--- src/rtl/dcache_refill_ctrl_if.sv ---
// Bundle of the CPU request/response, cache lookup/update and memory
// request/response channels of the data-cache refill controller.
// slave  : the controller itself
// master : the environment (CPU, cache array, memory) driving it
interface dcache_refill_ctrl_if;
  // CPU request channel
  logic        req_valid;
  logic        req_ready;
  logic        req_wen;
  logic [63:0] req_addr;
  logic [63:0] req_wdata;
  logic [7:0]  req_wmask;
  // CPU response channel
  logic        resp_valid;
  logic        resp_ready;
  logic [63:0] resp_rdata;
  logic        resp_err;
  // Cache lookup and update
  logic [63:0] cache_raddr;
  logic        cache_hit;
  logic [63:0] cache_rdata;
  logic        cache_upd;
  logic        cache_winv;
  logic [63:0] cache_waddr;
  logic [63:0] cache_wdata;
  // Memory request channel
  logic        mem_req_valid;
  logic        mem_req_ready;
  logic        mem_req_wen;
  logic [63:0] mem_req_addr;
  logic [63:0] mem_req_wdata;
  logic [7:0]  mem_req_wmask;
  // Memory response channel
  logic        mem_resp_valid;
  logic [63:0] mem_resp_rdata;
  logic        mem_resp_err;

  modport slave (
    input  req_valid, req_wen, req_addr, req_wdata, req_wmask,
    input  resp_ready,
    input  cache_hit, cache_rdata,
    input  mem_req_ready,
    input  mem_resp_valid, mem_resp_rdata, mem_resp_err,
    output req_ready,
    output resp_valid, resp_rdata, resp_err,
    output cache_raddr, cache_upd, cache_winv, cache_waddr, cache_wdata,
    output mem_req_valid, mem_req_wen, mem_req_addr, mem_req_wdata, mem_req_wmask
  );

  modport master (
    output req_valid, req_wen, req_addr, req_wdata, req_wmask,
    output resp_ready,
    output cache_hit, cache_rdata,
    output mem_req_ready,
    output mem_resp_valid, mem_resp_rdata, mem_resp_err,
    input  req_ready,
    input  resp_valid, resp_rdata, resp_err,
    input  cache_raddr, cache_upd, cache_winv, cache_waddr, cache_wdata,
    input  mem_req_valid, mem_req_wen, mem_req_addr, mem_req_wdata, mem_req_wmask
  );
endinterface

--- src/rtl/dcache_refill_ctrl.sv ---
// Blocking load/store controller in front of the small data cache.
// Loads look up the cache and refill it from memory on a miss; stores
// write through to memory and invalidate the matching line.
// Optional feature macro: DCACHE_MMIO_BYPASS_EN -- when defined, loads at
// or above MMIO_BASE skip the cache lookup and never refill the cache.
module dcache_refill_ctrl #(
  parameter logic [63:0] MMIO_BASE = 64'h0000_0000_A000_0000
) (
  input logic               clk,
  input logic               rst,
  dcache_refill_ctrl_if.slave bus_if
);

  typedef enum logic [2:0] {
    S_IDLE   = 3'd0,
    S_LOOKUP = 3'd1,
    S_MREQ   = 3'd2,
    S_WAIT   = 3'd3,
    S_RESP   = 3'd4
  } state_t;

  state_t      state_q, state_d;
  logic [63:0] addr_q, addr_d;
  logic [63:0] wdata_q, wdata_d;
  logic [7:0]  wmask_q, wmask_d;
  logic        wen_q, wen_d;
  logic        byp_q, byp_d;
  logic [63:0] rdata_q, rdata_d;
  logic        err_q, err_d;

  logic        cache_upd;
  logic        cache_winv;
  logic        req_is_mmio;

`ifdef DCACHE_MMIO_BYPASS_EN
  // Uncached region decode on the incoming address.
  assign req_is_mmio = (bus_if.req_addr >= MMIO_BASE);
`else
  // Every address is cacheable; the base is kept only so both builds share one parameter list.
  logic unused_mmio_base;
  assign unused_mmio_base = ^MMIO_BASE;
  assign req_is_mmio      = 1'b0;
`endif

  // State and latched request/response registers.
  always_ff @(posedge clk) begin
    if (rst) begin
      state_q <= S_IDLE;
      addr_q  <= '0;
      wdata_q <= '0;
      wmask_q <= '0;
      wen_q   <= 1'b0;
      byp_q   <= 1'b0;
      rdata_q <= '0;
      err_q   <= 1'b0;
    end else begin
      state_q <= state_d;
      addr_q  <= addr_d;
      wdata_q <= wdata_d;
      wmask_q <= wmask_d;
      wen_q   <= wen_d;
      byp_q   <= byp_d;
      rdata_q <= rdata_d;
      err_q   <= err_d;
    end
  end

  // Next-state logic and the one-cycle cache update/invalidate pulses.
  always_comb begin
    state_d    = state_q;
    addr_d     = addr_q;
    wdata_d    = wdata_q;
    wmask_d    = wmask_q;
    wen_d      = wen_q;
    byp_d      = byp_q;
    rdata_d    = rdata_q;
    err_d      = err_q;
    cache_upd  = 1'b0;
    cache_winv = 1'b0;

    case (state_q)
      S_IDLE: begin
        if (bus_if.req_valid) begin
          addr_d  = bus_if.req_addr;
          wdata_d = bus_if.req_wdata;
          wmask_d = bus_if.req_wmask;
          wen_d   = bus_if.req_wen;
          // Only loads are affected by the uncached region; stores always write through.
          byp_d   = !bus_if.req_wen && req_is_mmio;
          if (bus_if.req_wen || byp_d) begin
            state_d = S_MREQ;
          end else begin
            state_d = S_LOOKUP;
          end
        end
      end

      S_LOOKUP: begin
        if (bus_if.cache_hit) begin
          rdata_d = bus_if.cache_rdata;
          err_d   = 1'b0;
          state_d = S_RESP;
        end else begin
          state_d = S_MREQ;
        end
      end

      S_MREQ: begin
        if (bus_if.mem_req_ready) begin
          state_d = S_WAIT;
        end
      end

      S_WAIT: begin
        if (bus_if.mem_resp_valid) begin
          // Stores return zero data; errored loads still return the raw memory word.
          rdata_d    = wen_q ? 64'd0 : bus_if.mem_resp_rdata;
          err_d      = bus_if.mem_resp_err;
          cache_upd  = !wen_q && !bus_if.mem_resp_err && !byp_q;
          cache_winv = wen_q;
          state_d    = S_RESP;
        end
      end

      S_RESP: begin
        if (bus_if.resp_ready) begin
          state_d = S_IDLE;
        end
      end

      default: begin
        state_d = S_IDLE;
      end
    endcase
  end

  // Handshake outputs come straight from the state; data outputs come from
  // registers so they stay stable while waiting for the other side.
  assign bus_if.req_ready     = (state_q == S_IDLE);
  assign bus_if.resp_valid    = (state_q == S_RESP);
  assign bus_if.resp_rdata    = rdata_q;
  assign bus_if.resp_err      = err_q;

  assign bus_if.cache_raddr   = addr_q;
  assign bus_if.cache_upd     = cache_upd;
  assign bus_if.cache_winv    = cache_winv;
  assign bus_if.cache_waddr   = {addr_q[63:3], 3'b000};
  assign bus_if.cache_wdata   = cache_upd ? bus_if.mem_resp_rdata : 64'd0;

  assign bus_if.mem_req_valid = (state_q == S_MREQ);
  assign bus_if.mem_req_wen   = wen_q;
  assign bus_if.mem_req_addr  = addr_q;
  assign bus_if.mem_req_wdata = wdata_q;
  assign bus_if.mem_req_wmask = wmask_q;

endmodule

--- src/flat_wrapper.sv ---
// flat-port wrapper written by rule: the top's interface ports become plain ports
module dcache_refill_ctrl_flat 
#(
  parameter logic [63:0] MMIO_BASE = 64'h0000_0000_A000_0000
)
  (clk, rst, bus_if_req_valid, bus_if_req_wen, bus_if_req_addr, bus_if_req_wdata, bus_if_req_wmask, bus_if_resp_ready, bus_if_cache_hit, bus_if_cache_rdata, bus_if_mem_req_ready, bus_if_mem_resp_valid, bus_if_mem_resp_rdata, bus_if_mem_resp_err, bus_if_req_ready, bus_if_resp_valid, bus_if_resp_rdata, bus_if_resp_err, bus_if_cache_raddr, bus_if_cache_upd, bus_if_cache_winv, bus_if_cache_waddr, bus_if_cache_wdata, bus_if_mem_req_valid, bus_if_mem_req_wen, bus_if_mem_req_addr, bus_if_mem_req_wdata, bus_if_mem_req_wmask);
  dcache_refill_ctrl_if bus_if_i ();
  input logic clk;
  input logic rst;
  input wire logic [$bits(bus_if_i.req_valid)-1:0] bus_if_req_valid;
  input wire logic [$bits(bus_if_i.req_wen)-1:0] bus_if_req_wen;
  input wire logic [$bits(bus_if_i.req_addr)-1:0] bus_if_req_addr;
  input wire logic [$bits(bus_if_i.req_wdata)-1:0] bus_if_req_wdata;
  input wire logic [$bits(bus_if_i.req_wmask)-1:0] bus_if_req_wmask;
  input wire logic [$bits(bus_if_i.resp_ready)-1:0] bus_if_resp_ready;
  input wire logic [$bits(bus_if_i.cache_hit)-1:0] bus_if_cache_hit;
  input wire logic [$bits(bus_if_i.cache_rdata)-1:0] bus_if_cache_rdata;
  input wire logic [$bits(bus_if_i.mem_req_ready)-1:0] bus_if_mem_req_ready;
  input wire logic [$bits(bus_if_i.mem_resp_valid)-1:0] bus_if_mem_resp_valid;
  input wire logic [$bits(bus_if_i.mem_resp_rdata)-1:0] bus_if_mem_resp_rdata;
  input wire logic [$bits(bus_if_i.mem_resp_err)-1:0] bus_if_mem_resp_err;
  output wire logic [$bits(bus_if_i.req_ready)-1:0] bus_if_req_ready;
  output wire logic [$bits(bus_if_i.resp_valid)-1:0] bus_if_resp_valid;
  output wire logic [$bits(bus_if_i.resp_rdata)-1:0] bus_if_resp_rdata;
  output wire logic [$bits(bus_if_i.resp_err)-1:0] bus_if_resp_err;
  output wire logic [$bits(bus_if_i.cache_raddr)-1:0] bus_if_cache_raddr;
  output wire logic [$bits(bus_if_i.cache_upd)-1:0] bus_if_cache_upd;
  output wire logic [$bits(bus_if_i.cache_winv)-1:0] bus_if_cache_winv;
  output wire logic [$bits(bus_if_i.cache_waddr)-1:0] bus_if_cache_waddr;
  output wire logic [$bits(bus_if_i.cache_wdata)-1:0] bus_if_cache_wdata;
  output wire logic [$bits(bus_if_i.mem_req_valid)-1:0] bus_if_mem_req_valid;
  output wire logic [$bits(bus_if_i.mem_req_wen)-1:0] bus_if_mem_req_wen;
  output wire logic [$bits(bus_if_i.mem_req_addr)-1:0] bus_if_mem_req_addr;
  output wire logic [$bits(bus_if_i.mem_req_wdata)-1:0] bus_if_mem_req_wdata;
  output wire logic [$bits(bus_if_i.mem_req_wmask)-1:0] bus_if_mem_req_wmask;
  assign bus_if_i.req_valid = bus_if_req_valid;
  assign bus_if_i.req_wen = bus_if_req_wen;
  assign bus_if_i.req_addr = bus_if_req_addr;
  assign bus_if_i.req_wdata = bus_if_req_wdata;
  assign bus_if_i.req_wmask = bus_if_req_wmask;
  assign bus_if_i.resp_ready = bus_if_resp_ready;
  assign bus_if_i.cache_hit = bus_if_cache_hit;
  assign bus_if_i.cache_rdata = bus_if_cache_rdata;
  assign bus_if_i.mem_req_ready = bus_if_mem_req_ready;
  assign bus_if_i.mem_resp_valid = bus_if_mem_resp_valid;
  assign bus_if_i.mem_resp_rdata = bus_if_mem_resp_rdata;
  assign bus_if_i.mem_resp_err = bus_if_mem_resp_err;
  assign bus_if_req_ready = bus_if_i.req_ready;
  assign bus_if_resp_valid = bus_if_i.resp_valid;
  assign bus_if_resp_rdata = bus_if_i.resp_rdata;
  assign bus_if_resp_err = bus_if_i.resp_err;
  assign bus_if_cache_raddr = bus_if_i.cache_raddr;
  assign bus_if_cache_upd = bus_if_i.cache_upd;
  assign bus_if_cache_winv = bus_if_i.cache_winv;
  assign bus_if_cache_waddr = bus_if_i.cache_waddr;
  assign bus_if_cache_wdata = bus_if_i.cache_wdata;
  assign bus_if_mem_req_valid = bus_if_i.mem_req_valid;
  assign bus_if_mem_req_wen = bus_if_i.mem_req_wen;
  assign bus_if_mem_req_addr = bus_if_i.mem_req_addr;
  assign bus_if_mem_req_wdata = bus_if_i.mem_req_wdata;
  assign bus_if_mem_req_wmask = bus_if_i.mem_req_wmask;
  dcache_refill_ctrl #(.MMIO_BASE(MMIO_BASE)) u_core (.clk(clk), .rst(rst), .bus_if(bus_if_i));
endmodule
--- config.mk ---
export PLATFORM = sky130hd
export DESIGN_NAME = dcache_refill_ctrl_flat
export DESIGN_NICKNAME = d
export VERILOG_FILES = /design/src/rtl/dcache_refill_ctrl_if.sv /design/src/rtl/dcache_refill_ctrl.sv /design/src/flat_wrapper.sv
export SDC_FILE = /design/constraint.sdc
export NUM_CORES = 1
export LEC_CHECK = 0
export CAP_MARGIN = 20
export CORE_AREA = 5 5 261 263
export DETAILED_ROUTE_END_ITERATION = 16
export DIE_AREA = 0 0 266 268
export HOLD_SLACK_MARGIN = 0.06
export PLACE_DENSITY = 0.52
export SYNTH_ARGS = -nofsm -noshare
export SYNTH_HDL_FRONTEND = slang
export SYNTH_SLANG_ARGS = --single-unit
--- constraint.sdc ---
create_clock -name clk -period 1.88 [get_ports clk]
set_input_delay 0.376 -clock clk [delete_from_list [all_inputs] [get_ports clk]]
set_output_delay 0.376 -clock clk [all_outputs]
set_load 0.01 [all_outputs]
==> metrics.log, run 1 <==
INFO  metric result_of_the_run = complete, but fails checks
INFO  metric failed_checks = setup timing
INFO  metric multi_input_area = 0.003787 mm2
INFO  metric initialDrtViolationCount = 397
INFO  metric crit_arrival = 2.01 ns
INFO  metric route.detailed.drc = 0
INFO  metric drive_above_1_share = 17.36%
INFO  metric die_area = 0.07129 mm2
INFO  metric synth.distinct_cells = 32
INFO  metric ys_seq_area_share = 44.11%
INFO  metric setup.reg_to_reg.worst_slack = 0.08 ns
INFO  metric antenna_left = 0
INFO  metric synth_area = 0.009304 mm2
INFO  metric grt_overflow = 0
INFO  metric antenna_found_initial = 2
INFO  metric worst_path_most_repeated_cell = sky130_fd_sc_hd__buf_6
INFO  metric fp.coreArea = 0.06539 mm2
INFO  metric timing.hold.worst_endpoint = u_core.bus_if.mem_req_wen
INFO  metric path_clk_slew = 0.06 ns
INFO  metric finalHoldViolations = 0
INFO  metric port-buffer-count = 668
INFO  metric area_overhead_of_the_layout_relative_to_synthesis = 88.42%
INFO  metric most-common-layout-cells = 335 x sky130_fd_sc_hd__clkdlybuf4s50_1, 274 x sky130_fd_sc_hd__nand2_1, 218 x sky130_fd_sc_hd__dlygate4sd2_1, 203 x sky130_fd_sc_hd__a21oi_1, 186 x sky130_fd_sc_hd__dfxtp_1
INFO  metric rsz0062_at_grt = true
INFO  metric final-max-slew-violation-count = 0
INFO  metric layout.nets = 1,987
INFO  metric regArea = 0.004133 mm2
INFO  metric timing.rr.end = u_core.bus_if.cache_raddr[6]
INFO  metric initial_utilization = 14.23%
INFO  metric fin_total_pwr = 13,300 uW
INFO  metric critical_path_startpoint_category = flip-flop
INFO  metric critical_path_peak_fanout = 7
INFO  metric rr_startpoint = u_core.state_q[2]
INFO  metric detail_route.wl_per_cell = 16.47 um
INFO  metric crit_path_cell_trace = nand2b_4 > nor4_4 > buf_6 > buf_12 > buf_8 > buf_6 > and2_1 > buf_2
INFO  metric cts_bufs_inserted = 26
INFO  metric clock-sinks = 205
INFO  metric critical_path_required = 1.50 ns
INFO  metric min_delay_path_depth = 2
INFO  metric report.final.setup_viol = 65
INFO  metric clkLatencyLatePin = 0.55 ns
INFO  metric final_period_minus_worst_setup_slack = 2.381 ns
INFO  metric critPathMaxStageDelay = 0.32 ns
INFO  metric post-route-period-util = 126.7%
INFO  metric die_width = 266 um
INFO  metric viasPerCell = 3.855
INFO  metric io-pin-count = 672
INFO  metric irDropWorstVdd = 383.2 uV
INFO  metric ctsRootBufferMaster = sky130_fd_sc_hd__clkbuf_16
INFO  metric timing.critical_path.to_type = output port
INFO  metric tritoncts_clock_tree = done
INFO  metric timing.reg2reg.worst_path_depth = 5
INFO  metric synthesis.instances = 1,129
INFO  metric die_h = 268 um
INFO  metric hold-worst-slack = 0.1499 ns
INFO  metric worst-setup-path-type = reg -> out
INFO  metric layout.cells.most_common = sky130_fd_sc_hd__clkdlybuf4s50_1
INFO  metric finalWirelength = 42.81 mm
INFO  metric crit_path_top_delay_cell = sky130_fd_sc_hd__dfxtp_2
INFO  metric clock_tree.buffer_depth = 3
INFO  metric synth_area_per_cell = 8.241 um2
INFO  metric synth.ff_latch_count = 205
INFO  metric pwr_density_cell = 758.9 mW/mm2
INFO  metric number_of_global_route_vias_before_repair = 10,301
INFO  metric detailedRoute.firstPassIterationCount = 4
INFO  metric maxCapViolCount = 0
INFO  metric place.gp.congestion = 0.8108
INFO  metric grt_use_total = 10.87%
INFO  metric clock_h_tree_levels = 1
INFO  metric dr_total_vias = 10,019
INFO  metric holdCritStartpoint = rst
INFO  metric synth.yosys.warnings = 0
INFO  metric power.leakage = 0.008142 uW
INFO  metric skew = 0.02357 ns
INFO  metric global_route_wire_length_before_repair = 61.73 mm
INFO  metric pin_count_of_the_biggest_net_entering_global_routing = 85
INFO  metric dp.final_hpwl = 32.97 mm
INFO  metric post_place_setup_slack = -0.7189 ns
INFO  metric layout.filler_cells = 7,136
INFO  metric least_setup_slack_across_all_paths_after_layout = -0.5011 ns
INFO  metric std_cell_rows = 94
INFO  metric hold_path_class = in -> reg
INFO  metric maxClockFrequency = 0.4200 GHz
==> layer usage <==
metal	wire length (um)	track usage, %
met3	3668	2.994
met1	15510	11.65
met4	927	2.978
met2	22680	20.92
met5	14	0
==> kinds of logic (layout without fill, tap and decap cells) <==
family,after synthesis,in the layout,share of synthesized area [%]
multiplexers,1,1,0.1210
AO/OA/AOI/OAI,336,336,22.19
flip-flops,205,205,44.11
other,1,4,0.04031
buffers and inverters,230,833,16.74
AND/OR/NAND/NOR,356,356,16.80
==> worst max-delay path by stage <==
stage / start / to / slack [ns] / cells past startpoint
CTS: u_core.state_q[1] / bus_if_cache_wdata[59] / -0.58 / 9
global route: u_core.state_q[2] / bus_if_cache_wdata[6] / -0.58 / 8
detailed placement: bus_if_mem_resp_valid / bus_if_cache_wdata[7] / -0.72 / 7
floorplan: bus_if_mem_resp_valid / bus_if_cache_wdata[10] / 0.15 / 5
global placement: bus_if_mem_resp_valid / bus_if_cache_wdata[9] / -0.68 / 7
finish: u_core.state_q[2] / bus_if_cache_wdata[6] / -0.50 / 8
==> cell type report <==
type | count | share of cell area [%]
well taps | 864 | 6.167
clock buffers | 39 | 4.504
diodes | 1 | 0.01427
clock inverters | 9 | 0.6067
flip-flops and latches | 205 | 23.57
inverters | 3 | 0.07851
multi-input cells | 696 | 21.60
repair buffers | 782 | 43.45
==> sequential cells by signal, indices dropped and copies added (netlist names) <==
signal                       cells
u_core.state_q                   3
u_core.bus_if.mem_req_wmask      8
u_core.bus_if.mem_req_wen        1
u_core.bus_if.mem_req_wdata     64
u_core.bus_if.resp_rdata        64
u_core.bus_if.cache_raddr       64
u_core.bus_if.resp_err           1
==> worst max-delay path: cells and delay by family, from the launching register on <==
| kind | cells | cell delay (ns) |
|---|---|---|
| simple gates | 3 | 0.50 |
| buf+inv | 5 | 0.64 |
| flops | 1 | 0.32 |
==> repair_timing <==
action	4_1_cts	5_1_grt
buffers inserted	14	8
gates cloned	4	2
gates resized for setup	529	126
pin swaps	4	15
setup endpoints to repair	292	116
hold buffers	0	0
==> report_power, final <==
part / switching (uW) / total [uW] / internal [uW] / leakage [uW]
combinational: 1560 / 3270 / 1710 / 0.00601
clock: 1950 / 5110 / 3160 / 0.000448
sequential: 238 / 4930 / 4690 / 0.00168
==> per-stage QoR <==
stage | instance area (um2) | std cells | TNS, ns | util (%)
after floorplan | 9311 | 1131 | 0 | -
final | 17530 | 2599 | -27.32 | 26.81
after CTS | 17180 | 2597 | -31.25 | 26.27
after global routing | 17530 | 2599 | -33.14 | 26.81
after global placement | 16510 | 2531 | -75.17 | 25.24
after detailed placement | 16510 | 2531 | -78.99 | 25.24
==> Yosys cell counts (all sizes together) <==
| cell | number | share of area (%) |
|---|---|---|
| a2111oi | 1 | 0.094 |
| a211oi | 64 | 5.7 |
| a21bo | 1 | 0.11 |
| a21oi | 203 | 11 |
| a22oi | 64 | 5.2 |
| a311oi | 1 | 0.094 |
| and2 | 65 | 4.4 |
| and4bb | 1 | 0.13 |
| buf | 186 | 15 |
| clkbuf | 41 | 1.7 |
| conb | 1 | 0.040 |
| dfxtp | 205 | 44 |
| inv | 3 | 0.12 |
| mux2 | 1 | 0.12 |
| nand2 | 275 | 11 |
| nand2b | 1 | 0.067 |
| nand4 | 1 | 0.067 |
| nand4b | 1 | 0.094 |
| nor2 | 1 | 0.040 |
| nor2b | 1 | 0.067 |
| nor3 | 3 | 0.16 |
| nor3b | 2 | 0.16 |
| nor4 | 1 | 0.067 |
| nor4b | 2 | 0.26 |
| o21ai | 2 | 0.11 |
| or3 | 1 | 0.067 |
| or4b | 1 | 0.15 |
Note: power is estimated with default switching activity, not from simulation.
==> run 2, diff against run 1 <==
Settings changed: CTS_CLUSTER_DIAMETER set to 200.
==> results of run 2 <==
Final layout, timing and power as in run 1 (identical DEF).
